## src/rtl/xorn_pipe_acc.sv

```systemverilog
// xorn_pipe_acc: registered XOR / XNOR / running-XOR accumulator with a
// single-stage valid/ready output register. It is the building block for
// parity, scrambler and checksum datapaths.
//
// Parameters:
//   WIDTH - operand and result width in bits (>= 1)
//   CNT_W - width of the saturating accumulated-beat counter (>= 1)
//
// Ports:
//   CLK       in   rising-edge clock
//   RST       in   synchronous reset, active-high
//   IN_VALID  in   operand beat valid
//   IN_READY  out  block can accept a beat this cycle
//   MODE      in   00 XOR, 01 XNOR, 10 ACC, 11 ACC_START (sampled with the beat)
//   A, B      in   operands
//   OUT_VALID out  Y/CNT hold a valid result
//   OUT_READY in   downstream accepts the result
//   Y         out  registered result
//   CNT       out  beats in the current accumulation, saturating
//   PAR       out  XOR-reduction of Y (only with XORN_PIPE_ACC_PARITY_EN)
//
// Optional feature: define XORN_PIPE_ACC_PARITY_EN to add the PAR output.
//
// Handshake: a beat transfers on an edge where IN_VALID && IN_READY; a
// result transfers on an edge where OUT_VALID && OUT_READY. IN_READY is
// !OUT_VALID || OUT_READY, so the register refills in the same cycle it
// drains and throughput is one beat per cycle while OUT_READY is high.
// Valid must not depend on ready; once a result is shown it stays stable
// until it is accepted.

module xorn_pipe_acc #(
  parameter int WIDTH = 8,
  parameter int CNT_W = 4
) (
  input  logic             CLK,
  input  logic             RST,
  input  logic             IN_VALID,
  output logic             IN_READY,
  input  logic [1:0]       MODE,
  input  logic [WIDTH-1:0] A,
  input  logic [WIDTH-1:0] B,
  output logic             OUT_VALID,
  input  logic             OUT_READY,
  output logic [WIDTH-1:0] Y,
  output logic [CNT_W-1:0] CNT
`ifdef XORN_PIPE_ACC_PARITY_EN
  ,
  output logic             PAR
`endif
);

  typedef enum logic [1:0] {
    MODE_XOR       = 2'b00,
    MODE_XNOR      = 2'b01,
    MODE_ACC       = 2'b10,
    MODE_ACC_START = 2'b11
  } mode_e;

  localparam logic [CNT_W-1:0] CNT_ONE = CNT_W'(1);
  localparam logic [CNT_W-1:0] CNT_MAX = '1;

  mode_e            mode;
  logic             in_xfer;
  logic             out_xfer;
  logic [WIDTH-1:0] x;
  logic [WIDTH-1:0] acc;
  logic [WIDTH-1:0] acc_next;
  logic [WIDTH-1:0] y_next;
  logic [CNT_W-1:0] cnt_next;

  assign mode     = mode_e'(MODE);
  assign IN_READY = !OUT_VALID || OUT_READY;
  assign in_xfer  = IN_VALID && IN_READY;
  assign out_xfer = OUT_VALID && OUT_READY;

  // Next values for a beat; only committed on an input transfer, so a
  // stalled beat never advances the accumulator.
  always_comb begin
    x        = A ^ B;
    y_next   = x;
    acc_next = acc;
    cnt_next = CNT;
    case (mode)
      MODE_XOR: begin
        y_next = x;
      end
      MODE_XNOR: begin
        y_next = ~x;
      end
      MODE_ACC: begin
        acc_next = acc ^ x;
        y_next   = acc ^ x;
        // Saturate: ACC/Y keep accumulating, the count stops at all-ones.
        cnt_next = (CNT == CNT_MAX) ? CNT : CNT + CNT_ONE;
      end
      MODE_ACC_START: begin
        acc_next = x;
        y_next   = x;
        cnt_next = CNT_ONE;
      end
      default: begin
        y_next = x;
      end
    endcase
  end

  // Reset wins over any handshake at the same edge and drops whatever
  // beat was in flight.
  always_ff @(posedge CLK) begin
    if (RST) begin
      OUT_VALID <= 1'b0;
      Y         <= '0;
      CNT       <= '0;
      acc       <= '0;
`ifdef XORN_PIPE_ACC_PARITY_EN
      PAR       <= 1'b0;
`endif
    end else if (in_xfer) begin
      // Also covers simultaneous drain + refill: new result replaces old.
      OUT_VALID <= 1'b1;
      Y         <= y_next;
      CNT       <= cnt_next;
      acc       <= acc_next;
`ifdef XORN_PIPE_ACC_PARITY_EN
      PAR       <= ^y_next;
`endif
    end else if (out_xfer) begin
      OUT_VALID <= 1'b0;
    end
  end

endmodule

```

## config.mk

```make
export PLATFORM = sky130hd
export DESIGN_NAME = xorn_pipe_acc
export DESIGN_NICKNAME = d
export VERILOG_FILES = /design/src/rtl/xorn_pipe_acc.sv
export SDC_FILE = /design/constraint.sdc
export NUM_CORES = 1
export LEC_CHECK = 0
export BUFFER_PORTS_ARGS = -buffer_cell sky130_fd_sc_hd__buf_2
export CAP_MARGIN = 20
export CORE_UTILIZATION = 23
export CTS_BUF_LIST = sky130_fd_sc_hd__clkbuf_4
export DETAILED_ROUTE_END_ITERATION = 16
export PLACE_DENSITY = 0.41
export SYNTH_ARGS = -nofsm -noshare
export SYNTH_HDL_FRONTEND = slang
export SYNTH_SLANG_ARGS = --single-unit
```

## constraint.sdc

```tcl
create_clock -name CLK -period 1.6 [get_ports CLK]
set_clock_uncertainty 0.1 [all_clocks]
set_input_delay 0.24 -clock CLK [delete_from_list [all_inputs] [get_ports CLK]]
set_output_delay 0.24 -clock CLK [all_outputs]
set_load 0.05 [all_outputs]
```

# Yosys cells after proc, flatten, opt, wreduce, memory -nomap -nowiden
# Cells that the tools add are included.
[op_classes]
muxes = 6
n_eq_ne = 5
n_reduce_logical = 10
n_bitwise = 3
n_addsub = 1
[op_table]
columns = ["operator", "n"]
rows = [
  ["$pmux 8 s3", 1],
  ["$pmux 8 s2", 1],
  ["$xor 8x8->8", 2],
  ["$not 8->8", 1],
  ["$pmux 4 s2", 1],
  ["$add 4x1->4 const B", 1],
  ["$eq 2x2->1 const B", 2],
  ["$eq 4x4->1 const B", 1],
  ["$mux 4", 1],
  ["$reduce_bool 2->1", 2],
  ["$reduce_and 3->1", 1],
  ["$eq 2x1->1 const B", 1],
  ["$logic_and 1x1->1", 2],
  ["$logic_not 2->1", 1],
  ["$mux 1", 2],
  ["$ne 2x2->1 const B", 1],
  ["$reduce_and 2->1", 1],
  ["$reduce_or 2->1", 1],
  ["$logic_not 1->1", 1],
  ["$logic_or 1x1->1", 1],
]
[word_totals]
word_cells = 29
out_inout_bits = 14
reg_bits = 21

# Longest topological paths before layout
[depth]
ltp_word = 4
ltp_mapped = 7

# Least setup slack after synthesis
# Ideal clock, no wire load.
[synth_path]
path_kind = "reg-to-reg"
from = "register OUT_VALID"
to = "register CNT[2]"
t_arrival_ps = 1601
path_stages_with_launch = 7
setup_slack_ps = -186
path_buffers = 1
period_less_slack_ps = 1786
path_cell_list = "dfxtp_1 -> nor2b_2 -> inv_1 -> buf_2 -> nand2_1 -> nor2_1 -> a211oi_1"
[synth_via]
elab_chain_cells = 4
[synth_lines]
columns = ["item", "line_no", "source"]
rows = [
  ["start, declared", "42", "output logic OUT_VALID,"],
  ["start signal, assigned", "111", "OUT_VALID <= 1'b0;"],
  ["start signal, assigned", "120", "OUT_VALID <= 1'b1;"],
  ["start signal, assigned", "128", "OUT_VALID <= 1'b0;"],
  ["$logic_not 1->1", "72", "assign IN_READY = !OUT_VALID || OUT_READY;"],
  ["$logic_or 1x1->1", "72", ""],
  ["named net IN_READY", "38", "output logic IN_READY,"],
  ["$logic_and 1x1->1", "73", "assign in_xfer = IN_VALID && IN_READY;"],
  ["$reduce_and 3->1 (no line)", "--", ""],
  ["end signal, assigned", "122", "CNT <= cnt_next;"],
  ["end, declared", "45", "output logic [CNT_W-1:0] CNT"],
]
# The timed path passes the listed nets, and every way through them passes these cells.
# A chain may end at the register's enable or synchronous reset.

# Worst setup path in the final report
[layout_path]
from = "register CNT[0]"
to = "register CNT[1]"
[layout_via]
elab_chain_cells = 3
elab_cells_between_ends = 6
[layout_lines]
columns = ["item", "line_no", "source"]
rows = [
  ["$add 4x1->4 / $eq 4x4->1 (equally long branches)", "94", "cnt_next = (CNT == CNT_MAX) ? CNT : CNT + CNT_ONE;"],
  ["$mux 4 / $ne 2x2->1 (equally long branches)", "--", ""],
  ["$pmux 4 s2 / $reduce_and 3->1 (equally long branches)", "--", ""],
]
# Several ways; a longest one is shown, not always the timed one. The select of a mux whose other input is x is not followed.

==> metrics.md <==
| Metric | Value |
|---|---|
| Num CTS Buffers | `3` |
| Core ar. | `between 5000 and 6000 sq um` |
| Syn avg cell area | `approximately 8.3 sq um` |
| Synth Area in XOR/XNOR | `0.111` |
| Global-route wire length before repair | `5840 microns` |
| Leakage | `0.000690 uW` |
| Final setup fails | `0` |
| Dpl cells | `261` |
| Vias per cell | `4.58` |
| CTS tree | `done` |
| Die area | `5770 sq um` |
| Hold slack | `219 ps` |
| CTS Sinks | `21` |
| FP Rows | `26` |
| Synth-to-layout area growth | `31.1%` |
| Yosys reg bits | `21` |
| Root buf cell | `clkbuf_4` |
| Multi-input gate area | `between 700 and 800 sq um` |
| Initial DRC Count | `35` |
| Internal | `a little over 800 uW` |
| Vias in the first global route | `1230` |
| Critical-path cell list | `ha_2 -> nand4_1 -> nand4_4 -> or3b_4 -> a21oi_2` |
| PwrDens | `761 nW/um^2` |
| Initial Utilization | `0.243` |
| Crit share post-route | `0.959` |
| Critical Path RT | `about 1800 ps` |
| Antenna Nets Post-Route | `0` |
| Fin crit period | `1530 ps` |
| TritonRoute pass-1 iters | `4` |
| Most frequent cells in the layout | `buf_2, nor2_1, dfxtp_1, o21ai_0, buf_4` |
| Crit path max fanout | `3` |
| Mapped Area | `1260 sq um` |
| Critical Path Start Type | `flip-flop` |
| Final hold vios | `0` |
| Final Max Slew Viols | `0` |
| Count of cell types in the netlist | `29` |
| Kind of critical path | `reg -> reg` |
| Flop pwr share | `0.459` |
| CP max-delay cell | `or3b_4` |
| NumNets Final | `around 220` |
| Largest stage delay, worst path | `390 ps` |
| Die W | `76.0 microns` |
| Total wire length | `3460 microns` |
| Run status | `completed` |
| Largest net degree at the start of global routing | `22` |
| GPL Wtd Cong | `0.705` |
| Hold WC Path Type | `in -> reg` |
| Sw Ratio | `0.358` |
| DP HPWL | `about 2600 microns` |
| Critical Path AT | `1680 ps` |
| Drc violations | `0` |
| Number of antenna violations at the first check in global routing | `0` |
| Die Ht | `between 70 and 80 microns` |
| Synth Area in Compound Gates | `0.243` |
| Tot GR Track Use | `0.128` |
| Post-synthesis sequential area ratio | `0.334` |
| Post-Layout Cell Count | `between 200 and 300` |
| GR Overflow Total | `0` |
| Total number of vias | `roughly 1200` |
| Register area | `427 sq um` |
| Antenna diodes | `0` |
| Layout cells sized above 1 | `0.327` |
| Layout fillers | `570` |
| Worst Tran Pin Value | `493 ps` |
| Max-cap violation count | `0` |
| Wire per inst | `13.0 microns` |
| Synth Area in Adders | `0.0497` |
| I/O pin count | `36` |
| Simple-gate share of the synthesized area | `0.212` |
| Clock Pin Slew Worst Setup and Hold Paths | `130 ps` |
| Post-synthesis mux area share | `0` |
| Synth Net Count | `179` |
| Clock Power Share | `0.224` |
| Worst setup EP type | `flip-flop` |
| Yosys Warn Count | `0` |
| Comb pwr share | `0.317` |
| P_sw | `450 uW` |
| Worst skew pair latency | `310 ps` |
| Commonest non-fill, non-tap cell in the layout | `buf_2` |
| H-tree level count | `1` |
| CTS Buffer Depth | `2` |
| Number of port buffers | `35` |
| Synth Instances | `152` |
| Max VDD drop | `~0.00027 V` |
| Main combinational cell family by area after synthesis | `compound AO/OA/AOI/OAI gates` |
| Slew headroom | `0.671` |
| Fmax | `652 MHz` |
cells in the mapped netlist:
cell      instances  share of area
nor2b_1           9          0.045
a31oi_1           2         0.0099
a211o_1           1         0.0070
o22a_1            7          0.049
nand2_1           4          0.012
a21oi_1          10          0.040
and2_1            1         0.0050
clkbuf_1          5          0.015
xnor2_1           8          0.056
clkbuf_2          1         0.0040
nand4_4           1          0.017
or3b_1            1         0.0070
nand4_1          10          0.050
xor2_1            8          0.056
inv_1             3         0.0089
buf_4             1         0.0060
o22ai_1           1         0.0050
nor4_1            1         0.0050
o31a_1            1         0.0070
o21bai_1          1         0.0060
ha_1              5          0.050
or2_2             1         0.0050
nor2b_2           1         0.0070
o21ai_0          15          0.060
dfxtp_1          21           0.33
buf_6             1         0.0089
a211oi_1         10          0.060
buf_2             2         0.0080
nor2_1           20          0.060
worst max-delay path: cells and delay by family (launching register included):
family          cells  cell delay [ps]
simple gates        3              670
compound gates      1              150
flops               1              370
fa+ha+maj           1              190
per-layer routing:
layer  share of wire  wire [microns]  vias to the layer above  track usage
met5               0               0                        -            0
met4          0.0055              19                        0       0.0442
met3           0.043             149                        2       0.0204
met2            0.50            1720                       32        0.221
met1            0.45            1570                      554        0.161
li1                -               -                      630            -
power groups by stage:
| stage | logic, uW | registers (uW) | clock network, uW |
|---|---|---|---|
| floorplan | 196 | 662 | 0 |
| global placement | 386 | 589 | 0 |
| detailed placement | 391 | 590 | 0 |
| CTS | 398 | 577 | 299 |
| global route | 437 | 582 | 316 |
| finish | 398 | 577 | 281 |
stage by stage:
stage          TNS [ps]  power (uW)  worst slack (ps)   util  instance area [sq um]
6_report              0        1260              65.1  0.319                   1650
5_1_grt           -19.4        1330             -19.4  0.319                   1650
4_1_cts               0        1270              9.64  0.316                   1630
3_5_place_dp       -329         982             -78.0  0.308                   1590
3_3_place_gp      -78.0         975             -20.7  0.308                   1590
2_1_floorplan         0         859              1.70      -                   1270
logic make-up after synthesis:
kind of cell / Yosys count
flops: 21
xor+xnor: 16
fa+ha+maj: 5
simple gates: 49
compound gates: 48
buf+inv: 13
flip-flops by register name, summed over array words and instances (netlist names):
name,flops
CNT,4
OUT_VALID,1
Y,8
acc,8
worst paths after layout:
kind | from | end | slack (ps) | cells past startpoint
max | CNT[0]$_SDFFE_PP0P_ | CNT[1]$_SDFFE_PP0P_ | 70 | 5
min | IN_VALID | OUT_VALID$_SDFFE_PP0P_ | 220 | 3
max reg2reg | CNT[0]$_SDFFE_PP0P_ | CNT[1]$_SDFFE_PP0P_ | 70 | 5
min reg2reg | Y[5]$_SDFFE_PP0P_ | Y[5]$_SDFFE_PP0P_ | 360 | 2
layout make-up:
type	instances	area share
flip-flops and latches	21	0.259
multi-input cells	118	0.475
inverters	3	0.00682
clock buffers	3	0.0136
well taps	70	0.0531
clock inverters	1	0.00303
repair buffers	50	0.190
timing repair:
action | CTS | global route
setup endpoints to repair | 2 | 3
buffers inserted | 1 | 0
resized for setup | 3 | 5
hold buffers | 0 | 0
pin swaps | 0 | 2
Power figures use the tool's default switching activity.
